$ cat config.mk
export PLATFORM = sky130hd
export DESIGN_NAME = fetch_exec_sequencer
export DESIGN_NICKNAME = d
export VERILOG_FILES = /design/src/rtl/fetch_exec_sequencer.sv
export SDC_FILE = /design/constraint.sdc
export NUM_CORES = 1
export LEC_CHECK = 0
export BUFFER_PORTS_ARGS = -buffer_cell sky130_fd_sc_hd__buf_2
export CORE_ASPECT_RATIO = 1.4
export CORE_MARGIN = 2
export CORE_UTILIZATION = 40
export CTS_BUF_LIST = sky130_fd_sc_hd__clkbuf_16
export DETAILED_ROUTE_END_ITERATION = 10
export PLACE_DENSITY = 0.81
export SLEW_MARGIN = 10
export SYNTH_ARGS = -nofsm -noshare
export SYNTH_HDL_FRONTEND = slang
export SYNTH_SLANG_ARGS = --single-unit
$ cat constraint.sdc
create_clock -name clk -period 1.75 [get_ports clk]
set_input_delay 0.35 -clock clk [delete_from_list [all_inputs] [get_ports clk]]
set_output_delay 0.35 -clock clk [all_outputs]
set_load 0.02 [all_outputs]
$ cat src/rtl/fetch_exec_sequencer.sv
// Fetch/execute sequencer paired with the CPU timing generator.
// Fetches into ir, handshakes execute beats, and pulses done per step.
module fetch_exec_sequencer #(
  parameter int AW = 8,
  parameter int DW = 8,
  parameter logic [AW-1:0] RESET_PC = '0,
  parameter logic [DW-1:0] HALT_OP = {DW{1'b1}}
) (
  input  logic          clk,
  input  logic          rst_n,
  input  logic          T1_Mif,
  input  logic          T2_Mif,
  input  logic          T1,
  input  logic          T2,
  input  logic          T3,
  input  logic          T4,
  output logic [AW-1:0] mem_addr,
  output logic          mem_rd_req,
  input  logic [DW-1:0] mem_rdata,
  input  logic          mem_ack,
  output logic          ex_req,
  output logic [1:0]    ex_beat,
  input  logic          ex_ack,
  input  logic          pc_load,
  input  logic [AW-1:0] pc_load_val,
  input  logic          halt_req,
  output logic          done,
  output logic [1:0]    cnt_set,
  output logic          stop,
  output logic [DW-1:0] ir,
  output logic [AW-1:0] pc
);

  localparam logic [1:0] S_IDLE  = 2'd0;
  localparam logic [1:0] S_FETCH = 2'd1;
  localparam logic [1:0] S_EXEC  = 2'd2;
  localparam logic [1:0] S_DONE  = 2'd3;

  logic [1:0]    state;
  logic [AW-1:0] faddr;
  logic          halt_pend;
  logic          any_t;
  logic [1:0]    beat_n;
  logic          fetch_ack;

  assign any_t     = T1 | T2 | T3 | T4;
  assign fetch_ack = (state == S_FETCH) & mem_ack;

  // Beat index of the incoming execute pulse (lowest beat wins)
  always_comb begin
    beat_n = 2'd0;
    if (T1)      beat_n = 2'd0;
    else if (T2) beat_n = 2'd1;
    else if (T3) beat_n = 2'd2;
    else if (T4) beat_n = 2'd3;
  end

  // Sequencing FSM; ir and fetch address are captured alongside
  always_ff @(posedge clk or negedge rst_n) begin
    if (!rst_n) begin
      state   <= S_IDLE;
      faddr   <= RESET_PC;
      ex_beat <= 2'd0;
      ir      <= '0;
    end else begin
      case (state)
        S_IDLE: begin
          if (T1_Mif) begin
            state <= S_FETCH;
            faddr <= pc;
          end else if (any_t) begin
            state   <= S_EXEC;
            ex_beat <= beat_n;
          end
        end
        S_FETCH: begin
          if (mem_ack) begin
            ir    <= mem_rdata;
            state <= S_DONE;
          end
        end
        S_EXEC: begin
          if (ex_ack) state <= S_DONE;
        end
        default: state <= S_IDLE;
      endcase
    end
  end

  // Program counter: jump strobe beats the fetch increment
  always_ff @(posedge clk or negedge rst_n) begin
    if (!rst_n) begin
      pc <= RESET_PC;
    end else if (pc_load) begin
      pc <= pc_load_val;
    end else if (fetch_ack) begin
      pc <= pc + AW'(1);
    end
  end

  // Halt latch: a new request outranks the decode-cycle clear
  always_ff @(posedge clk or negedge rst_n) begin
    if (!rst_n) begin
      halt_pend <= 1'b0;
    end else if (halt_req) begin
      halt_pend <= 1'b1;
    end else if (T2_Mif && stop) begin
      halt_pend <= 1'b0;
    end
  end

  assign mem_rd_req = (state == S_FETCH);
  assign ex_req     = (state == S_EXEC);
  assign done       = (state == S_DONE);
  assign mem_addr   = mem_rd_req ? faddr : pc;
  assign cnt_set    = ir[DW-1 -: 2];
  assign stop       = (ir == HALT_OP) | halt_pend;

endmodule

==> reports/summary.txt <==
top post-synthesis cells by area -> dfrtp_1, mux2_2, ha_1, nand2_1, o21ai_0
share of the synthesized area in the top cell type -> 49.5%
Final #Nets -> 236
layout cells sized above 1 -> 52.0%
critical path data arrival time -> 1.45 ns
FP Rows -> 26
Detailed Place HPWL -> 2330 microns
Worst R2R Start -> state[1]
drt wl/cell -> 14.3 microns
all-layer global routing usage -> 18.1%
Vias/cell -> 5.21
multiplexer area fraction after synthesis -> 17.5%
Max-slew headroom -> 56.8%
Synth Area in Simple Gates -> 12.6%
final wirelength -> 3500 microns
Critical Path End -> mem_addr[3]
area delta synth->final -> 46.6%
WS Path Type -> reg -> out
failing checks -> setup timing
total power -> 3.89 mW
# IOs -> 60
DR DRC count -> 0
Die X -> 55.2 microns
Max IR drop VDD -> 1.06 mV
sequential area share after synthesis -> 49.5%
initial antenna violation count -> 0
Initial DRT Pass Iterations -> 4
hold slack final -> 0.106 ns
CTS Buf Count -> 5
vias -> 1,272
Post-Synth Adder-Cell Area -> 5.12%
Synth async-reset ratio -> 100%
dominant synthesized flop cell -> dfrtp_1
status -> finished with violations
Leakage -> 1.05 nW
post-synthesis compound-gate area fraction -> 10.8%
crit path from -> state[1]
clock-pin slew on the worst setup and hold paths -> 0.05 ns
largest family of logic cells by synthesized area -> multiplexers
post-route ant nets -> 0
Synth Instances -> 130
r2r worst-path depth -> 7
First DRT Iteration DRCs -> 21
Die Ht -> 75.6 microns
CTS tree -> done
Synth Warn # -> 0
largest net degree at the start of global routing -> 30
maximum clock path buffer count -> 2
Levels on crit path -> 5
FILL cells -> 312
Final Cycle Share -> 103%
Die ar. -> 4170 sq um
cells along the critical path -> inv_2 -> ha_4 -> buf_12 -> mux2_4 -> buf_6
delay of the slowest cell on the worst path -> 0.38 ns
area leader, netlist -> dfrtp_1
# diodes -> 0
final setup vio count -> 8
Initial Util -> 41.0%
Clock Latency Late Sink -> 0.27 ns
xor and xnor fraction of the mapped netlist area -> 1.19%
dpl ws -> -0.0226 ns
Crit path required time -> 1.40 ns
Clock Skew -> 0.00131 ns
min Tclk post-route -> 1.80 ns
pwr dens -> 1810 nW/um^2
Final Hold Viols -> 0
RSZ-0062 raised after global routing -> true
H-tree levels -> 2
Max Clock Freq -> 557 MHz
Core Area -> 3580 sq um
first-pass GRT wire length -> 5190 microns
actual slew at the worst max-slew pin -> 0.648 ns
Root Driver -> clkbuf_16
Mapped Area -> 1470 sq um
Max-Cap Viols -> 0
R2R Path End -> pc[7]
Clock Sinks -> 29
vias in the first global route -> 1,196
synthesized area per cell -> 11.3 sq um
total global routing overflow -> 0
Startpoint Class -> flop
Worst Hold Class -> in -> async
crit path max-delay cell type -> dfrtp_1
Post-synth EDFFs -> 0
Reg2Reg Setup Slack -> 0 ns
IO buf count -> 59
setup slack after layout -> -0.0464 ns
fin. max-slew vios -> 0
Yosys reg bits -> 29
post-synth cell types -> 27
Buf+Inv Stages, Crit Path -> 3
CP max FO -> 4
routability congestion estimate from global placement -> 0.781
CP delay by family, top -> flip-flops
Post-Syn Nets -> 164
crit end category -> primary output
==> cells by family (layout without fill, tap and decap cells) <==
kind of cell,after synthesis,count (layout)
AND/OR/NAND/NOR,36,36
adder cells (fa/ha/maj),6,6
buffers and inverters,11,83
flip-flops,29,29
AO/OA/AOI/OAI,23,23
XOR/XNOR,2,2
multiplexers,23,23
==> flip-flops by register name, indices dropped and copies added (netlist names) <==
register / count
state: 2
halt_pend: 1
faddr: 8
ir: 8
pc: 8
ex_beat: 2
==> how the worst min path moves through the flow <==
stage | end | slack (ns) | cells after the start
after floorplan | ex_beat[0] | 0.05 | 0
after global placement | faddr[7] | 0.41 | 1
after detailed placement | faddr[7] | 0.42 | 1
after CTS | faddr[7] | 0.13 | 1
after global routing | pc[4] | 0.15 | 1
final | faddr[7] | 0.11 | 1
==> worst register-to-register path, stage by stage, from the launching register on <==
cell and delay (ns):
dfrtp_1 0.38, inv_2 0.08, ha_4 0.17, buf_4 0.15, buf_4 0.15, nand4_4 0.13, or4_1 0.49, a31oi_1 0.14
==> stage by stage <==
step           instances  setup TNS (ns)  instance area, sq um  util, %
2_1_floorplan        130               0                  1470        -
3_3_place_gp         231               0                  1820     51.0
3_5_place_dp         231         -0.0226                  1820     51.0
4_1_cts              244          -0.262                  2120     59.1
5_1_grt              244          -0.802                  2150     60.1
6_report             244          -0.274                  2150     60.1
==> per-layer routing <==
layer,vias up,track usage (%),share of wire [%]
met5,-,0,0
met4,0,9.76,2.3
met3,8,7.45,6.8
met2,43,29.8,53
met1,608,19.5,38
li1,613,-,-
==> what timing repair did <==
item | CTS | global route
gates resized for setup | 28 | 9
cloned | 0 | 0
endpoints found under the setup margin | 9 | 25
setup buffers | 6 | 0
pin swaps | 1 | 2
hold buffers | 0 | 0
==> synth_stat cells (2+ instances only) <==
master     n
nor2_1     3
o211ai_1   4
clkbuf_1   2
inv_1      7
mux2i_1    2
ha_1       6
o21bai_1   2
nand2_1   15
nor2b_1    2
dfrtp_1   29
nand3_1    6
o21ai_0    8
o21a_1     2
a21oi_1    2
nand4_1    3
buf_4      2
mux2_2    21
or4_1      5
==> layout make-up <==
| cell class | instances | area (sq um) | share of cell area (%) |
|---|---|---|---|
| multi-input combinational | 90 | 768 | 35.7 |
| sequential | 29 | 726 | 33.8 |
| timing repair buffer | 69 | 444 | 20.7 |
| clock buffer | 5 | 125 | 5.82 |
| tap | 42 | 52.6 | 2.44 |
| inverter | 7 | 26.3 | 1.22 |
| clock inverter | 2 | 7.51 | 0.349 |
==> where the power goes <==
group          switching [mW]  internal (mW)
clock                   0.257          0.504
combinational           0.979           1.02
sequential              0.198          0.934
==> cells in the final DEF (no fill, tap or decap), drive strengths merged <==
master / instances
a21oi: 2
dfrtp: 29
a31oi: 1
inv: 8
xnor2: 1
nor2b: 2
o221a: 1
nand3: 6
mux2: 21
nand4: 4
nor2: 3
o21a: 2
o21bai: 2
xor2: 1
a21o: 1
mux2i: 2
clkinv: 1
o31ai: 1
nand2: 15
clkbuf: 5
o211ai: 4
a221oi: 1
o21ai: 8
or4: 5
ha: 6
nor4: 1
buf: 69
No activity file was read; power rests on OpenSTA's default activity.
